[config.mk]
export PLATFORM = sky130hd
export DESIGN_NAME = lgn_class_vote
export DESIGN_NICKNAME = d
export VERILOG_FILES = /design/src/rtl/lgn_pkg.sv /design/src/rtl/lgn_popcount.sv /design/src/rtl/lgn_class_vote.sv
export SDC_FILE = /design/constraint.sdc
export NUM_CORES = 1
export LEC_CHECK = 0
export CAP_MARGIN = 20
export CORE_ASPECT_RATIO = 0.7
export CORE_MARGIN = 2
export CORE_UTILIZATION = 50
export DETAILED_ROUTE_END_ITERATION = 12
export PLACE_DENSITY = 0.82
export SLEW_MARGIN = 30
export SYNTH_ARGS = -nofsm -noshare
export SYNTH_HDL_FRONTEND = slang
export SYNTH_SLANG_ARGS = --single-unit
[constraint.sdc]
create_clock -name clk -period 2.7 [get_ports clk]
set_input_delay 0.54 -clock clk [delete_from_list [all_inputs] [get_ports clk]]
set_output_delay 0.54 -clock clk [all_outputs]
set_load 0.005 [all_outputs]
[src/rtl/lgn_pkg.sv]
`default_nettype none
// ============================================================================
// Module      : lgn_pkg
// Description : Shared defaults, typedefs and state encoding for the lgn
//               class-vote readout stage.
// Revision    : 1.0 - initial release
// ============================================================================
package lgn_pkg;

    localparam int LGN_IN_W           = 16;
    localparam int LGN_NUM_CLASSES    = 10;
    localparam int LGN_BITS_PER_CLASS = 64;

    localparam int LGN_CLS_W   = $clog2(LGN_NUM_CLASSES);
    localparam int LGN_SCORE_W = $clog2(LGN_BITS_PER_CLASS + 1);

    typedef logic [LGN_CLS_W-1:0]   class_idx_t;
    typedef logic [LGN_SCORE_W-1:0] score_t;

    // Framing state of the input side of the voter
    typedef enum logic [1:0] {
        IDLE  = 2'd0,
        ACCUM = 2'd1,
        DONE  = 2'd2
    } vote_state_e;

endpackage : lgn_pkg
`default_nettype wire

[src/rtl/lgn_popcount.sv]
`default_nettype none
// ============================================================================
// Module      : lgn_popcount
// Description : Combinational population count of a W-bit vector. Written as
//               a reduction loop; synthesis balances it into an adder tree.
// Revision    : 1.0 - initial release
// ============================================================================
module lgn_popcount #(
    parameter  int W  = 16,
    localparam int CW = $clog2(W + 1)
) (
    input  logic [W-1:0]  bits,
    output logic [CW-1:0] count
);

    // Sum of all set bits in the input vector
    always_comb begin
        count = '0;
        for (int i = 0; i < W; i++) begin
            count = count + CW'(bits[i]);
        end
    end

endmodule : lgn_popcount
`default_nettype wire

[src/rtl/lgn_class_vote.sv]
`default_nettype none
// ============================================================================
// Module      : lgn_class_vote
// Description : Popcounts the lgn network output bits per class group and
//               registers the argmax class and its score once per frame.
//               Pipeline: input framing + popcount (stage 1), per-class
//               accumulate/compare (stage 2), result register.
// Revision    : 1.0 - initial release
// ============================================================================
module lgn_class_vote
    import lgn_pkg::*;
#(
    parameter  int IN_W            = LGN_IN_W,
    parameter  int NUM_CLASSES     = LGN_NUM_CLASSES,
    parameter  int BITS_PER_CLASS  = LGN_BITS_PER_CLASS,
    localparam int BEATS_PER_CLASS = BITS_PER_CLASS / IN_W,
    localparam int CLS_W           = (NUM_CLASSES > 1) ? $clog2(NUM_CLASSES) : 1,
    localparam int SCORE_W         = $clog2(BITS_PER_CLASS + 1)
) (
    input  logic               clk,
    input  logic               rst,
    input  logic               in_valid,
    input  logic [IN_W-1:0]    in_bits,
    input  logic               in_last,
    output logic               out_valid,
    output logic [CLS_W-1:0]   out_class,
    output logic [SCORE_W-1:0] out_score,
    output logic               out_err
);

    localparam int BEAT_W = (BEATS_PER_CLASS > 1) ? $clog2(BEATS_PER_CLASS) : 1;
    localparam int PC_W   = $clog2(IN_W + 1);

    if ((BITS_PER_CLASS % IN_W) != 0) begin : g_cfg_check
        $error("lgn_class_vote: BITS_PER_CLASS must be a multiple of IN_W");
    end

    vote_state_e          r_state;
    vote_state_e          w_next_state;
    logic [BEAT_W-1:0]    r_beat_cnt;
    logic [CLS_W-1:0]     r_cls_cnt;
    logic                 r_discard;

    logic                 w_accept;
    logic                 w_start;
    logic                 w_beat_end;
    logic                 w_full;
    logic                 w_cls_end;
    logic                 w_frame_end;
    logic [PC_W-1:0]      w_pc;

    logic                 r_s1_valid;
    logic [PC_W-1:0]      r_s1_pc;
    logic [CLS_W-1:0]     r_s1_cls;
    logic                 r_s1_cls_end;
    logic                 r_s1_frame_end;
    logic                 r_s1_err;

    logic [SCORE_W-1:0]   r_acc;
    logic [SCORE_W-1:0]   w_acc_final;
    logic [SCORE_W-1:0]   r_best_score;
    logic [CLS_W-1:0]     r_best_cls;
    logic                 r_s2_done;
    logic                 r_s2_err;

    logic                 w_inflight;
    logic                 r_clr_pend;

    // Beats are taken unless we are draining an over-long frame up to its in_last
    assign w_accept    = in_valid && !r_discard;
    assign w_start     = w_accept && (r_state != ACCUM);
    assign w_beat_end  = (r_beat_cnt == BEAT_W'(BEATS_PER_CLASS - 1));
    assign w_full      = w_beat_end && (r_cls_cnt == CLS_W'(NUM_CLASSES - 1));
    assign w_cls_end   = w_beat_end || in_last;
    assign w_frame_end = w_full || in_last;

    lgn_popcount #(.W(IN_W)) u_popcount (
        .bits  (in_bits),
        .count (w_pc)
    );

    // Framing state register
    always_ff @(posedge clk or posedge rst) begin
        if (rst) r_state <= IDLE;
        else     r_state <= w_next_state;
    end

    // Next state: an accepted beat either continues/opens a frame or closes it
    always_comb begin
        w_next_state = r_state;
        if (w_accept) begin
            w_next_state = w_frame_end ? DONE : ACCUM;
        end
    end

    // Beat/class position of the next beat, plus discard-until-in_last tracking
    always_ff @(posedge clk or posedge rst) begin
        if (rst) begin
            r_beat_cnt <= '0;
            r_cls_cnt  <= '0;
            r_discard  <= 1'b0;
        end else begin
            if (w_accept) begin
                if (w_frame_end) begin
                    r_beat_cnt <= '0;
                    r_cls_cnt  <= '0;
                end else if (w_beat_end) begin
                    r_beat_cnt <= '0;
                    r_cls_cnt  <= r_cls_cnt + CLS_W'(1);
                end else begin
                    r_beat_cnt <= r_beat_cnt + BEAT_W'(1);
                end
            end
            if (w_accept && w_full && !in_last) r_discard <= 1'b1;
            else if (in_valid && r_discard && in_last) r_discard <= 1'b0;
        end
    end

    // Stage 1: register beat popcount and its framing flags
    always_ff @(posedge clk or posedge rst) begin
        if (rst) begin
            r_s1_valid     <= 1'b0;
            r_s1_pc        <= '0;
            r_s1_cls       <= '0;
            r_s1_cls_end   <= 1'b0;
            r_s1_frame_end <= 1'b0;
            r_s1_err       <= 1'b0;
        end else begin
            r_s1_valid <= w_accept;
            if (w_accept) begin
                r_s1_pc        <= w_pc;
                r_s1_cls       <= r_cls_cnt;
                r_s1_cls_end   <= w_cls_end;
                r_s1_frame_end <= w_frame_end;
                r_s1_err       <= w_full ^ in_last;
            end
        end
    end

    assign w_acc_final = r_acc + SCORE_W'(r_s1_pc);

    // Stage 2: accumulate per class; strict-greater compare keeps the lowest index on ties
    always_ff @(posedge clk or posedge rst) begin
        if (rst) begin
            r_acc        <= '0;
            r_best_score <= '0;
            r_best_cls   <= '0;
            r_s2_done    <= 1'b0;
            r_s2_err     <= 1'b0;
        end else begin
            r_s2_done <= r_s1_valid && r_s1_frame_end;
            if (r_s1_valid) begin
                r_acc <= r_s1_cls_end ? '0 : w_acc_final;
                if (r_s1_cls_end && ((r_s1_cls == '0) || (w_acc_final > r_best_score))) begin
                    r_best_score <= w_acc_final;
                    r_best_cls   <= r_s1_cls;
                end
                if (r_s1_frame_end) r_s2_err <= r_s1_err;
            end
        end
    end

    // A frame result still travelling through the pipeline
    assign w_inflight = (r_s1_valid && r_s1_frame_end) || r_s2_done;

    // Result register. A new frame start drops out_valid; if the previous
    // result has not been presented yet, it is shown for one cycle first and
    // the drop is deferred, so every result is announced by a rising edge.
    always_ff @(posedge clk or posedge rst) begin
        if (rst) begin
            out_valid  <= 1'b0;
            out_class  <= '0;
            out_score  <= '0;
            out_err    <= 1'b0;
            r_clr_pend <= 1'b0;
        end else begin
            if (r_s2_done) begin
                out_valid <= 1'b1;
                out_class <= r_best_cls;
                out_score <= r_best_score;
                out_err   <= r_s2_err;
            end else if (w_start || r_clr_pend) begin
                out_valid <= 1'b0;
                out_err   <= 1'b0;
            end
            if (w_start && w_inflight) r_clr_pend <= 1'b1;
            else if (!r_s2_done)       r_clr_pend <= 1'b0;
        end
    end

endmodule : lgn_class_vote
`default_nettype wire

==> impl_metrics.env, run 1 <==
export IMPL_layout_commonest_cell="dfrtp_1"
export IMPL_pre_cts_slack_ps=-1740
export IMPL_outcome="finished, violations left"
export IMPL_fillers=442
export IMPL_fin_crit_sh_pct=133
export IMPL_wl_per_cell_microns=15.1
export IMPL_coreArea_sq_um=5760
export IMPL_crit_type="input port to register"
export IMPL_critPathCaptureType="register"
export IMPL_area_growth_pct=27.4
export IMPL_grt_use_total_pct=19.8
export IMPL_rsz0062_at_grt="true"
export IMPL_clkTransAtPathRegs_ps=100
export IMPL_io_buffer_count=32
export IMPL_min_period_ps=3600
export IMPL_hold_viol=0
export IMPL_ys_seq_area_share_pct=46.1
export IMPL_dieArea_sq_um=6620
export IMPL_clock_sinks=55
export IMPL_total_power_w=0.00373
export IMPL_synth_avg_cell_area_sq_um=11.2
export IMPL_clock_path_buffers=2
export IMPL_ant_nets=0
export IMPL_violations="negative setup slack"
export IMPL_cts_max_level=2
export IMPL_numCtsBuffers=5
export IMPL_drv_slew=0
export IMPL_synth_nets=319
export IMPL_synth_seq_cells=55
export IMPL_synthArstFlopShare_pct=100
export IMPL_hold_class="register to register"
export IMPL_setup_viol=16
export IMPL_grt_first_pass_wirelength_mm=9.82
export IMPL_insertion_delay_ps=310
export IMPL_ys_types=41
export IMPL_final_cell_mix="dfrtp_1, nand2_1, inv_1"
export IMPL_grt_pass1_vias=2052
export IMPL_antenna_cells=0
export IMPL_grt_max_degree=37
export IMPL_drive_above_1_share_pct=25.8
export IMPL_synth_flop_cell="dfrtp_1"
export IMPL_worst_pin_slew_ps=595
export IMPL_route_detailed_drc=0
export IMPL_worstPathArrival_ps=3820
export IMPL_cp_required_ps=2920
export IMPL_cp_max_fo=2
export IMPL_synth_edf_count=0
export IMPL_syn_area_sq_um=2990
export IMPL_drtPass1Iterations=4
export IMPL_dp_hpwl_mm=4.31
export IMPL_clock_fmax_mhz=278
export IMPL_final_core_util_pct=66.2
export IMPL_boundaryPins=33
export IMPL_overflow=0
export IMPL_p_leak_nw=1.90
export IMPL_rows=23
export IMPL_cts_hold_fix_buffers=0
export IMPL_cts_tree="yes"
export IMPL_critPathLaunchType="input port"
export IMPL_maxCapViolations=0
export IMPL_ir_drop_v=0.000412
export IMPL_start_util_pct=51.9
export IMPL_p_per_area_nw_per_um2=979
export IMPL_slew_headroom_pct=60.3
export IMPL_die_h_microns=68.7
export IMPL_fin_nets=376
export IMPL_synth_warnings=0
export IMPL_synth_cells=267
export IMPL_clockRootBuffer="clkbuf_8"
export IMPL_hold_ws_ps=486
export IMPL_avgViaCountPerCell=5.31
export IMPL_place_congestion=0.790
export IMPL_antenna_found_initial=0
export IMPL_setup_slack_ps=-902
export IMPL_skew_ps=6.26
export IMPL_drt_wl_total_mm=6.03
export IMPL_dr_first_iter_drc_count=90
export IMPL_die_x_microns=96.4
export IMPL_vias=2122
## cell usage after synthesis (2+ instances only)
master	instances	share of area, %
dfrtp_1	55	46
o31ai_1	4	1.0
nand4_1	2	0.42
nor2_1	4	0.50
a21o_1	4	1.0
mux2_4	10	5.0
nand3b_1	2	0.50
nand3_1	4	0.67
a211o_1	2	0.59
clkbuf_1	7	0.88
nand2_1	36	4.5
a22o_1	8	2.3
ha_1	21	8.8
o21ai_0	11	1.8
o21a_1	2	0.50
nand2b_1	2	0.42
xnor2_1	2	0.59
fa_1	11	7.4
inv_1	38	4.8
xor2_1	3	0.88
mux2_2	13	4.9
a21oi_1	7	1.2
## layer usage
layer | wire length [microns] | track usage, % | part of all wire, %
met5 | 0 | 0 | 0
met4 | 48 | 5.11 | 0.80
met3 | 224 | 4.57 | 3.7
met2 | 3040 | 33.1 | 50
met1 | 2720 | 26.5 | 45
## cell type report
class | count | area (sq um) | share of cell area (%)
clock buffer | 5 | 68.8 | 1.81
clock inverter | 3 | 47.5 | 1.25
inverter | 38 | 143 | 3.75
multi-input combinational | 166 | 1540 | 40.5
sequential | 55 | 1380 | 36.1
tap | 75 | 93.8 | 2.46
timing repair buffer | 58 | 536 | 14.1
## through the flow
stage / std cells / area (sq um) / TNS [ps]
floorplan: 267 / 3030 / -6890
global placement: 386 / 3580 / -10760
detailed placement: 386 / 3580 / -11630
CTS: 399 / 3770 / -8780
global route: 400 / 3810 / -9810
finish: 400 / 3810 / -8350
## critical path, stage by stage
cell and delay, ps:
buf_6 90, ha_4 250, inv_2 30, fa_1 480, inv_2 40, fa_2 530, fa_1 400, inv_1 80
fa_1 420, fa_2 360, inv_2 60, fa_2 410, nand2_1 70, nand2_1 40
## worst paths after layout
| check | start | endpoint | slack [ps] | depth (start not counted) |
|---|---|---|---|---|
| max in group asynchronous | rst | r_cls_cnt[3]$_DFFE_PP0P_ | 1600 | 3 |
| worst min register to register | out_valid$_DFFE_PP0P_ | out_valid$_DFFE_PP0P_ | 490 | 1 |
| worst min-delay path | out_valid$_DFFE_PP0P_ | out_valid$_DFFE_PP0P_ | 490 | 1 |
| min in group asynchronous | rst | out_score[1]$_DFFE_PP0P_ | 550 | 2 |
| worst max register to register | r_s1_pc[1]$_DFFE_PP0P_ | r_best_cls[3]$_DFFE_PP0P_ | -410 | 11 |
| worst max-delay path | in_bits[0] | r_s1_pc[1]$_DFFE_PP0P_ | -900 | 14 |
## flip-flops by register name (all words and copies together), names as in the netlist
name          count
out_score         7
r_acc             7
r_best_score      7
r_s1_pc           5
out_class         4
r_best_cls        4
r_cls_cnt         4
r_s1_cls          4
r_beat_cnt        2
r_state           2
out_err           1
out_valid         1
r_clr_pend        1
r_discard         1
r_s1_cls_end      1
r_s1_err          1
r_s1_valid        1
r_s2_done         1
r_s2_err          1
## logic make-up (layout without fill, tap and decap cells)
| family | count (synthesis) | after routing | synth area share, % |
|---|---|---|---|
| AND/OR/NAND/NOR | 59 | 59 | 9.25 |
| flip-flops | 55 | 55 | 46.1 |
| AO/OA/AOI/OAI | 46 | 46 | 10.8 |
| buffers and inverters | 46 | 104 | 6.03 |
| adder cells (fa/ha/maj) | 32 | 32 | 16.2 |
| multiplexers | 24 | 24 | 10.3 |
| XOR/XNOR | 5 | 5 | 1.47 |
## power by group
| part | internal [W] | switching, W |
|---|---|---|
| clock network | 0.000282 | 0.000282 |
| logic | 0.00109 | 0.000869 |
| registers | 0.00104 | 0.000166 |
| total | 0.00241 | 0.00132 |
## what timing repair did
action	4_1_cts	5_1_grt
buffers inserted	4	3
pin swaps	9	16
setup endpoints to repair	16	16
gates resized for setup	21	15
cloned	1	0
hold endpoints to repair	0	0
Power figures use the tool's default switching activity.
==> run 2: changes to the inputs <==
- ABC_CLOCK_PERIOD_IN_PS: default -> 2700
- CTS_CLUSTER_SIZE: default -> 24
==> results of run 2 <==
The final DEF is identical to that of run 1; final timing and power are the same.
==> run 3: changes to the inputs <==
- CTS_CLUSTER_DIAMETER: default -> 200
- SLEW_MARGIN: 30 -> 0
==> results of run 3 <==
The final DEF is identical to that of run 1; final timing and power are the same.
